### src/rtl/plic_pkg.sv
// Shared PLIC register-file types: Dbus payloads, register map bases and the decoded-address record.
package plic_pkg;

    localparam int unsigned DBUS_AW    = 32;
    localparam int unsigned DBUS_DW    = 32;
    localparam int unsigned TGT_IDX_W  = 14;
    localparam int unsigned WORD_IDX_W = 5;
    localparam int unsigned SRC_IDX_W  = 10;

    localparam logic [25:0] PRIO_BASE  = 26'h000_0000;
    localparam logic [25:0] PEND_BASE  = 26'h000_1000;
    localparam logic [25:0] IE_BASE    = 26'h000_2000;
    localparam logic [25:0] IE_STRIDE  = 26'h000_0080;
    localparam logic [25:0] CTX_BASE   = 26'h020_0000;
    localparam logic [25:0] CTX_STRIDE = 26'h000_1000;
    localparam logic [25:0] CLAIM_OFS  = 26'h000_0004;

    typedef struct packed {
        logic [DBUS_AW-1:0] addr;
        logic [DBUS_DW-1:0] w_data;
        logic               w_en;
        logic               req;
    } type_dbus2peri_s;

    typedef struct packed {
        logic [DBUS_DW-1:0] r_data;
        logic               ack;
    } type_peri2dbus_s;

    typedef enum logic [2:0] {
        RGN_NONE,
        RGN_PRIO,
        RGN_PEND,
        RGN_IE,
        RGN_TH,
        RGN_CLAIM
    } type_plic_rgn_e;

    typedef struct packed {
        type_plic_rgn_e          rgn;
        logic [TGT_IDX_W-1:0]    tgt;
        logic [WORD_IDX_W-1:0]   word;
        logic [SRC_IDX_W-1:0]    src;
        logic                    valid;
    } type_plic_addr_dec_s;

endpackage

### src/rtl/plic_addr_dec.sv
// Combinational decode of a Dbus byte offset into a PLIC register region plus target/word/source index.
module plic_addr_dec
    import plic_pkg::*;
#(
    parameter int unsigned SRC_CNT = 2,
    parameter int unsigned TGT_CNT = 2,
    parameter int unsigned NWORDS  = 1
) (
    input  logic [25:0]         addr_i,
    output type_plic_addr_dec_s dec_o
);

    localparam logic [25:0] SRC_LIM  = 26'(SRC_CNT);
    localparam logic [25:0] TGT_LIM  = 26'(TGT_CNT);
    localparam logic [25:0] WORD_LIM = 26'(NWORDS);
    localparam logic [25:0] PEND_END = PEND_BASE + 26'(4 * NWORDS);

    logic [25:0] prio_src;
    logic [25:0] pend_word;
    logic [25:0] ie_off;
    logic [25:0] ie_tgt;
    logic [25:0] ie_word;
    logic [25:0] ctx_off;
    logic [25:0] ctx_tgt;
    logic [25:0] ctx_ofs;

    always_comb begin
        prio_src  = (addr_i - PRIO_BASE) >> 2;
        pend_word = (addr_i - PEND_BASE) >> 2;
        ie_off    = addr_i - IE_BASE;
        ie_tgt    = ie_off / IE_STRIDE;
        ie_word   = (ie_off % IE_STRIDE) >> 2;
        ctx_off   = addr_i - CTX_BASE;
        ctx_tgt   = ctx_off / CTX_STRIDE;
        ctx_ofs   = ctx_off % CTX_STRIDE;
    end

    // Misaligned offsets and out-of-range indices fall through as RGN_NONE.
    always_comb begin
        dec_o = '0;
        if (addr_i[1:0] == 2'b00) begin
            if (addr_i < PEND_BASE) begin
                if (prio_src <= SRC_LIM) begin
                    dec_o.rgn = RGN_PRIO;
                    dec_o.src = SRC_IDX_W'(prio_src);
                end
            end else if (addr_i < PEND_END) begin
                dec_o.rgn  = RGN_PEND;
                dec_o.word = WORD_IDX_W'(pend_word);
            end else if (addr_i >= IE_BASE && addr_i < CTX_BASE) begin
                if (ie_tgt < TGT_LIM && ie_word < WORD_LIM) begin
                    dec_o.rgn  = RGN_IE;
                    dec_o.tgt  = TGT_IDX_W'(ie_tgt);
                    dec_o.word = WORD_IDX_W'(ie_word);
                end
            end else if (addr_i >= CTX_BASE && ctx_tgt < TGT_LIM) begin
                dec_o.tgt = TGT_IDX_W'(ctx_tgt);
                if (ctx_ofs == '0) begin
                    dec_o.rgn = RGN_TH;
                end else if (ctx_ofs == CLAIM_OFS) begin
                    dec_o.rgn = RGN_CLAIM;
                end
            end
        end
        dec_o.valid = (dec_o.rgn != RGN_NONE);
    end

endmodule

### src/rtl/plic_regs_gen.sv
// Parametrised PLIC register file with one-cycle registered Dbus response.
// Optional PLIC_REG_ERR_EN adds plic_err_o for unmapped/misaligned/pending-write accesses.
module plic_regs_gen
    import plic_pkg::*;
#(
    parameter  int unsigned SRC_CNT = 2,
    parameter  int unsigned TGT_CNT = 2,
    parameter  int unsigned PRIO_W  = 3,
    localparam int unsigned SRC_W   = $clog2(SRC_CNT + 1),
    localparam int unsigned NWORDS  = (SRC_CNT + 32) / 32
) (
    input  logic                              clk,
    input  logic                              rst_n,
    input  type_dbus2peri_s                   dbus2plic_i,
    input  logic                              plic_sel_i,
    output type_peri2dbus_s                   plic2dbus_o,
    input  logic [SRC_CNT-1:0]                irq_pending_i,
    input  logic [TGT_CNT-1:0][SRC_W-1:0]     claim_idx_i,
    output logic [TGT_CNT-1:0][SRC_CNT-1:0]   regs_ie_o,
    output logic [SRC_CNT-1:0][PRIO_W-1:0]    regs_prio_o,
    output logic [TGT_CNT-1:0][PRIO_W-1:0]    regs_prio_th_o,
    output logic [TGT_CNT-1:0]                claim_req_o,
    output logic [TGT_CNT-1:0]                complete_req_o,
    output logic [TGT_CNT-1:0][SRC_W-1:0]     complete_idx_o
`ifdef PLIC_REG_ERR_EN
    ,
    output logic                              plic_err_o
`endif
);

    type_plic_addr_dec_s dec;
    logic                valid;
    logic                rd;
    logic                wr;
    logic [31:0]         rd_word;

    logic                              ack_q, ack_d;
    logic [31:0]                       rdata_q, rdata_d;
    logic [SRC_CNT-1:0][PRIO_W-1:0]    prio_q, prio_d;
    logic [TGT_CNT-1:0][PRIO_W-1:0]    th_q, th_d;
    logic [TGT_CNT-1:0][SRC_CNT-1:0]   ie_q, ie_d;

    plic_addr_dec #(
        .SRC_CNT (SRC_CNT),
        .TGT_CNT (TGT_CNT),
        .NWORDS  (NWORDS)
    ) u_addr_dec (
        .addr_i (dbus2plic_i.addr[25:0]),
        .dec_o  (dec)
    );

    // ack_q blocks a new accept so held requests are served every other cycle.
    assign valid = dbus2plic_i.req & plic_sel_i & ~ack_q;
    assign rd    = valid & ~dbus2plic_i.w_en;
    assign wr    = valid &  dbus2plic_i.w_en;

    // Read mux; bank bit j of word w is source 32*w+j, source 0 and sources above SRC_CNT read 0.
    always_comb begin
        rd_word = '0;
        case (dec.rgn)
            RGN_PRIO: begin
                for (int unsigned s = 1; s <= SRC_CNT; s++) begin
                    if (dec.src == SRC_IDX_W'(s)) rd_word = 32'(prio_q[s-1]);
                end
            end
            RGN_PEND: begin
                for (int unsigned s = 1; s <= SRC_CNT; s++) begin
                    if (dec.word == WORD_IDX_W'(s / 32)) rd_word[s % 32] = irq_pending_i[s-1];
                end
            end
            RGN_IE: begin
                for (int unsigned t = 0; t < TGT_CNT; t++) begin
                    for (int unsigned s = 1; s <= SRC_CNT; s++) begin
                        if (dec.tgt == TGT_IDX_W'(t) && dec.word == WORD_IDX_W'(s / 32))
                            rd_word[s % 32] = ie_q[t][s-1];
                    end
                end
            end
            RGN_TH: begin
                for (int unsigned t = 0; t < TGT_CNT; t++) begin
                    if (dec.tgt == TGT_IDX_W'(t)) rd_word = 32'(th_q[t]);
                end
            end
            RGN_CLAIM: begin
                for (int unsigned t = 0; t < TGT_CNT; t++) begin
                    if (dec.tgt == TGT_IDX_W'(t)) rd_word = 32'(claim_idx_i[t]);
                end
            end
            default: ;
        endcase
    end

    // Register updates and the single-cycle claim/complete strobes of the accept cycle.
    always_comb begin
        prio_d         = prio_q;
        th_d           = th_q;
        ie_d           = ie_q;
        claim_req_o    = '0;
        complete_req_o = '0;
        complete_idx_o = '0;
        ack_d          = valid;
        rdata_d        = rd ? rd_word : '0;
        for (int unsigned t = 0; t < TGT_CNT; t++) begin
            if (dec.tgt == TGT_IDX_W'(t)) begin
                if (wr && dec.rgn == RGN_TH) th_d[t] = dbus2plic_i.w_data[PRIO_W-1:0];
                if (wr && dec.rgn == RGN_CLAIM) begin
                    complete_req_o[t] = 1'b1;
                    complete_idx_o[t] = dbus2plic_i.w_data[SRC_W-1:0];
                end
                if (rd && dec.rgn == RGN_CLAIM) claim_req_o[t] = 1'b1;
                for (int unsigned s = 1; s <= SRC_CNT; s++) begin
                    if (wr && dec.rgn == RGN_IE && dec.word == WORD_IDX_W'(s / 32))
                        ie_d[t][s-1] = dbus2plic_i.w_data[s % 32];
                end
            end
        end
        for (int unsigned s = 1; s <= SRC_CNT; s++) begin
            if (wr && dec.rgn == RGN_PRIO && dec.src == SRC_IDX_W'(s))
                prio_d[s-1] = dbus2plic_i.w_data[PRIO_W-1:0];
        end
    end

    always_ff @(posedge clk or negedge rst_n) begin
        if (!rst_n) begin
            ack_q   <= 1'b0;
            rdata_q <= '0;
            prio_q  <= '0;
            th_q    <= '0;
            ie_q    <= '0;
        end else begin
            ack_q   <= ack_d;
            rdata_q <= rdata_d;
            prio_q  <= prio_d;
            th_q    <= th_d;
            ie_q    <= ie_d;
        end
    end

`ifdef PLIC_REG_ERR_EN
    logic err_q, err_d;

    assign err_d = valid & (~dec.valid | (dec.rgn == RGN_PEND & dbus2plic_i.w_en));

    always_ff @(posedge clk or negedge rst_n) begin
        if (!rst_n) err_q <= 1'b0;
        else        err_q <= err_d;
    end

    assign plic_err_o = err_q;
`endif

    assign plic2dbus_o    = '{r_data: rdata_q, ack: ack_q};
    assign regs_prio_o    = prio_q;
    assign regs_prio_th_o = th_q;
    assign regs_ie_o      = ie_q;

    logic unused_sig;
    assign unused_sig = ^{dbus2plic_i.addr[31:26], dbus2plic_i.w_data, dec.valid};

endmodule

### config.mk
export PLATFORM = sky130hd
export DESIGN_NAME = plic_regs_gen
export DESIGN_NICKNAME = d
export VERILOG_FILES = /design/src/rtl/plic_pkg.sv /design/src/rtl/plic_addr_dec.sv /design/src/rtl/plic_regs_gen.sv
export SDC_FILE = /design/constraint.sdc
export NUM_CORES = 1
export LEC_CHECK = 0
export BUFFER_PORTS_ARGS = -buffer_cell sky130_fd_sc_hd__buf_2
export CORE_ASPECT_RATIO = 0.8
export CORE_MARGIN = 1.5
export CORE_UTILIZATION = 45
export DETAILED_ROUTE_END_ITERATION = 7
export PLACE_DENSITY = 0.9
export SYNTH_ARGS = -nofsm -noshare
export SYNTH_HDL_FRONTEND = slang
export SYNTH_SLANG_ARGS = --single-unit
### constraint.sdc
create_clock -name clk -period 10.07 [get_ports clk]
set_input_delay 2.5175 -clock clk [delete_from_list [all_inputs] [get_ports clk]]
set_output_delay 2.5175 -clock clk [all_outputs]
set_load 0.02 [all_outputs]
==> results.sh, run 1 <==
export IMPL_outcome="finished clean"
export IMPL_synth_area_um2=1833
export IMPL_synth_edf_count=0
export IMPL_die_h_um=60.09
export IMPL_cp_arrival_ns=5.46
export IMPL_ys_seq_area_share_pct=27.30
export IMPL_critPathMaxStageDelay_ns=0.46
export IMPL_ys_flop_type="dfrtp_1"
export IMPL_final_antenna_net_count=0
export IMPL_cts_buffers=3
export IMPL_synth_seq_cells=20
export IMPL_clk_pin_slew_ns=0.07
export IMPL_regToRegSetupSlack_ns=8.28
export IMPL_overflow=0
export IMPL_powerDensity_nw_per_um2=91.84
export IMPL_grt_antenna_before_repair=0
export IMPL_fin_skew_ns=0.003513
export IMPL_path_class="in2out"
export IMPL_fin_crit_sh_pct=79.24
export IMPL_core_um2=3854
export IMPL_grt_pass1_vias=1548
export IMPL_wl_per_cell_um=13.80
export IMPL_fin_setup_tns_ns=0
export IMPL_slowest_stage="nor4b_1"
export IMPL_port_buffer_count=67
export IMPL_drtPass1Iterations=4
export IMPL_cp_max_fo=10
export IMPL_final_cell_mix="67 x buf_2, 29 x conb_1, 20 x dfrtp_1"
export IMPL_drt_iter0_drc=102
export IMPL_crit_buf_inv=3
export IMPL_setup_ws_ns=2.090
export IMPL_cts_tree="done"
export IMPL_rsz0062_at_grt="false"
export IMPL_mostFrequentLayoutCell="buf_2"
export IMPL_finalHoldViolations=0
export IMPL_grtUsageTotal_pct=20.85
export IMPL_n_antenna_cell=0
export IMPL_rows=20
export IMPL_hold_class="reg2reg"
export IMPL_grt_start_max_net_pins=21
export IMPL_critPathTopFamily="simple AND/OR/NAND/NOR gates"
export IMPL_hold_worst_slack_ns=0.4766
export IMPL_cp_required_ns=7.55
export IMPL_max_slew_margin_rel_pct=57.76
export IMPL_cts_hold_buf=0
export IMPL_ys_async_sr_fraction_pct=100.0
export IMPL_tightestPinTransition_ns=0.6278
export IMPL_die_area_um2=4468
export IMPL_vias_per_cell=5.430
export IMPL_vias=1792
export IMPL_num_nets_final=356
export IMPL_netlist_instances=207
export IMPL_period_needed_ns=7.980
export IMPL_p_leak_nw=1.077
export IMPL_htree_levels=1
export IMPL_start_util_pct=47.56
export IMPL_cts_path_max_buffers=2
export IMPL_ir_drop_v=0.00008509
export IMPL_syn2layout_area_growth_pct=18.77
export IMPL_clock_tree_root_cell="clkbuf_8"
export IMPL_drive_above_1_share_pct=31.64
export IMPL_yosys_cell_types_count=50
export IMPL_clkSinkCount=20
export IMPL_place_area_um2=2106
export IMPL_postLayoutCellArea_um2=2177
export IMPL_yosysWarnings=0
export IMPL_die_w_um=74.36
export IMPL_power_w=0.0001999
export IMPL_clock_latency_ns=0.26
export IMPL_ios=132
export IMPL_drv_cap=0
export IMPL_startpoint_type="input pin"
export IMPL_cts_resized=0
export IMPL_pre_cts_slack_ns=2.160
export IMPL_max_freq_mhz=125.3
export IMPL_post_cts_buffers=0
export IMPL_endpoint_kind="primary output"
export IMPL_dp_hpwl_mm=3.689
export IMPL_setup_viol=0
export IMPL_synth_avg_cell_area_um2=8.855
export IMPL_drt_total_wl_mm=4.553
export IMPL_crit_chain="buf_2 > inv_1 > ha_1 > nor4bb_1 > o2111ai_1 > nor4b_1 > and2_1 > a22o_1 > nand2_1 > nor2_1 > and2_1 > buf_2"
export IMPL_drc=0
export IMPL_grt_pass1_wl_mm=7.169
export IMPL_gp_congestion=0.9225
export IMPL_slew_violations=0
worst register-to-register path: stages (launching register included):
cell     delay [ns]
dfrtp_1        0.39
nor2_1         0.19
nand2_1        0.15
nor4_1         0.56
mux2_2         0.41
synthesized netlist by cell type (4+ instances only):
| master | instances | area (um^2) |
|---|---|---|
| nor3_1 | 7 | 35.03 |
| nand2_1 | 10 | 37.54 |
| nand3_1 | 7 | 35.03 |
| mux2_1 | 13 | 146.4 |
| inv_1 | 9 | 33.78 |
| nor4_1 | 9 | 56.30 |
| nor2_1 | 17 | 63.81 |
| buf_4 | 30 | 225.2 |
| nand2b_1 | 4 | 25.02 |
| ha_1 | 5 | 62.56 |
| mux2i_1 | 5 | 50.05 |
| dfrtp_1 | 20 | 500.5 |
| and2_1 | 8 | 50.05 |
| nand4_1 | 5 | 31.28 |
per-stage QoR:
step | util, % | std cells
finish | 56.49 | 330
global route | 56.49 | 330
CTS | 56.49 | 330
detailed placement | 54.64 | 326
global placement | 54.64 | 326
floorplan | - | 235
state kept, by name (all words and copies together), names as in the netlist:
name and cells:
regs_prio_o 6, ack_q 1, regs_ie_o 4, regs_prio_th_o 6
rdata_q 3
cell families after synthesis:
logic type	count (synthesis)	synth area share, %
adder cells (fa/ha/maj)	5	3.413
AND/OR/NAND/NOR	93	29.21
XOR/XNOR	1	0.4779
multiplexers	22	13.79
flip-flops	20	27.30
buffers and inverters	40	14.74
AO/OA/AOI/OAI	25	10.85
other	1	0.2046
final cells by class:
class                           count  area, um^2
Clock buffer                        3       41.29
Clock inverter                      1       30.03
Fill cell                         341        1677
Inverter                            9       33.78
Multi-Input combinational cell    175        1167
Sequential cell                    20       500.5
Tap cell                           55       68.82
Timing Repair Buffer               67       335.3
report_power, final:
group / internal [W] / switching, W / leakage, nW
clock: 0.0000531 / 0.0000278 / 0.0357
combinational: 0.0000115 / 0.0000270 / 0.763
sequential: 0.0000804 / 0.000000133 / 0.279
worst paths after layout:
check                                start  depth (start not counted)                             to
min                        ack_q$_DFF_PN0_                          1                ack_q$_DFF_PN0_
min reg2reg                ack_q$_DFF_PN0_                          1                ack_q$_DFF_PN0_
max                        dbus2plic_i[47]                         12              complete_idx_o[3]
max reg2reg                ack_q$_DFF_PN0_                          4     regs_prio_o[0]$_DFFE_PN0P_
max in group asynchronous            rst_n                          1  regs_prio_th_o[2]$_DFFE_PN0P_
min in group asynchronous            rst_n                          1  regs_prio_th_o[5]$_DFFE_PN0P_
routing by layer:
layer	global-route usage (%)	up-vias	share of wire, %
met2	32.91	120	44
met3	5.902	11	9.5
met1	28.66	822	44
met5	0	-	0
li1	-	839	-
met4	4.156	0	1.6
No activity file was read; power rests on OpenSTA's default activity.
==> run 2: changes to the inputs <==
- CORE_UTILIZATION: 45 -> 37
- PLACE_DENSITY: 0.9 -> 0.8
- clock period: 10.07 -> 6.6 ns (I/O delays scaled with it)
==> run 2 against run 1 <==
  * Clock skew fell by 0.0022 ns
  * Setup slack got worse by 1.4 ns
  * Critical path type unchanged
  * Critical endpoint unchanged
  * Largest cell class unchanged
  * Global-route usage fell by 3.1 points
==> results.sh, run 2 (synthesis gave the netlist of run 1 again) <==
export IMPL_drt_total_wl_mm=4.551
export IMPL_fin_cells=336
export IMPL_slew_violations=0
export IMPL_slowest_stage="nor4bb_1"
export IMPL_rsz0062_at_grt="false"
export IMPL_crit_buf_inv=3
export IMPL_max_slew_margin_rel_pct=57.16
export IMPL_fin_skew_ns=0.001339
export IMPL_cp_required_ns=4.95
export IMPL_outcome="finished clean"
export IMPL_tightestPinTransition_ns=0.6367
export IMPL_nFillCells=466
export IMPL_rows=22
export IMPL_cp_num_cells=12
export IMPL_grt_pass1_vias=1626
export IMPL_drc=0
export IMPL_setup_ws_ns=0.7058
export IMPL_p_leak_nw=1.083
export IMPL_die_h_um=65.96
export IMPL_powerDensity_nw_per_um2=138.4
export IMPL_n_antenna_cell=0
export IMPL_cts_buffers=3
export IMPL_dp_cells=332
export IMPL_start_util_pct=39.17
export IMPL_path_class="in2out"
export IMPL_regToRegSetupSlack_ns=4.75
export IMPL_gp_congestion=0.8812
export IMPL_cts_resized=0
export IMPL_final_antenna_net_count=0
export IMPL_cts_tree="done"
export IMPL_hold_class="reg2reg"
export IMPL_final_cell_mix="67 x buf_2, 29 x conb_1, 20 x dfrtp_1"
export IMPL_ir_drop_v=0.0001167
export IMPL_critPathMaxStageDelay_ns=0.37
export IMPL_syn2layout_area_growth_pct=19.52
export IMPL_drt_iter0_drc=99
export IMPL_crit_chain="buf_2 > inv_1 > ha_1 > nor4bb_1 > o2111ai_1 > nor4b_1 > and2_1 > a22o_1 > nand2_1 > nor2_1 > and2_1 > buf_2"
export IMPL_critPathTopFamily="simple AND/OR/NAND/NOR gates"
export IMPL_clkSinkCount=20
export IMPL_pre_cts_slack_ns=0.7113
export IMPL_period_needed_ns=5.894
export IMPL_vias_per_cell=5.143
export IMPL_cts_path_max_buffers=2
export IMPL_grt_antenna_before_repair=0
export IMPL_die_w_um=81.70
export IMPL_die_area_um2=5388
export IMPL_r2r_start="ack_q$_DFF_PN0_"
export IMPL_num_nets_final=357
export IMPL_max_freq_mhz=169.7
export IMPL_grt_pass1_wl_mm=7.486
export IMPL_vias=1728
export IMPL_startpoint_type="input pin"
export IMPL_cp_max_fo=7
export IMPL_port_buffer_count=67
export IMPL_post_cts_buffers=0
export IMPL_timing_critical_path_from="dbus2plic_i[47]"
export IMPL_clock_tree_root_cell="clkbuf_8"
export IMPL_rr_worst_depth=5
export IMPL_clock_latency_ns=0.26
export IMPL_r2r_end="regs_ie_o[0]$_DFFE_PN0P_"
export IMPL_fin_setup_tns_ns=0
export IMPL_fin_crit_sh_pct=89.31
export IMPL_endpoint_kind="primary output"
export IMPL_grt_start_max_net_pins=21
export IMPL_htree_levels=1
export IMPL_dp_hpwl_mm=3.799
export IMPL_drive_above_1_share_pct=31.88
export IMPL_cts_hold_buf=0
export IMPL_cp_endpoint="complete_idx_o[3]"
export IMPL_ios=132
export IMPL_cp_arrival_ns=4.24
export IMPL_overflow=0
export IMPL_core_um2=4679
export IMPL_setup_viol=0
export IMPL_drv_cap=0
export IMPL_finalHoldViolations=0
export IMPL_fin_util_pct=46.82
export IMPL_wl_per_cell_um=13.54
export IMPL_power_w=0.0003032
export IMPL_clk_pin_slew_ns=0.07
export IMPL_mostFrequentLayoutCell="buf_2"
export IMPL_grtUsageTotal_pct=17.76
export IMPL_drtPass1Iterations=4
-- run 2: changes by cell type in the layout (fill, tap and decap cells not counted), sizes merged --
cell	delta
buf	+1
-- run 2: how the worst min path moves through the flow --
stage,start,to,slack (ns),cells past startpoint
final,ack_q$_DFF_PN0_,ack_q$_DFF_PN0_,0.50,1
after CTS,ack_q$_DFF_PN0_,ack_q$_DFF_PN0_,0.49,1
after detailed placement,ack_q$_DFF_PN0_,ack_q$_DFF_PN0_,0.48,1
after global placement,ack_q$_DFF_PN0_,ack_q$_DFF_PN0_,0.46,1
after global routing,ack_q$_DFF_PN0_,ack_q$_DFF_PN0_,0.52,1
after floorplan,ack_q$_DFF_PN0_,ack_q$_DFF_PN0_,0.45,1
-- run 2: worst register-to-register path: stages, from the launching register on --
cell     delay, ns
dfrtp_1       0.40
nor2_1        0.17
and2_1        0.19
nand3_1       0.14
or4_1         0.50
mux2_1        0.34
-- run 2: cell type report --
type / instances / area [um^2] / share of cell area, %
clock buffers: 3 / 41.29 / 1.885
clock inverters: 1 / 30.03 / 1.371
inverters: 9 / 33.78 / 1.542
multi-input cells: 175 / 1167 / 53.28
flip-flops and latches: 20 / 500.5 / 22.84
well taps: 60 / 75.07 / 3.427
repair buffers: 68 / 342.8 / 15.65
-- run 2: power by group --
| group | switching [W] | total (W) | internal (W) |
|---|---|---|---|
| clock | 0.0000407 | 0.000122 | 0.0000809 |
| combinational | 0.0000410 | 0.0000585 | 0.0000175 |
| sequential | 0.000000274 | 0.000123 | 0.000123 |
-- run 2: per-stage QoR --
stage               hold WS, ns  instance area, um^2
detailed placement       0.4846                 2120
CTS                      0.4946                 2191
floorplan                0.4455                 1938
global placement         0.4594                 2120
finish                   0.4961                 2191
global route             0.5236                 2191
-- run 2: per-layer routing --
layer / global-route usage (%) / wire length, um
met3: 4.690 / 368
met1: 24.77 / 2074
met4: 2.331 / 15
met5: 0 / 0
met2: 28.20 / 2092
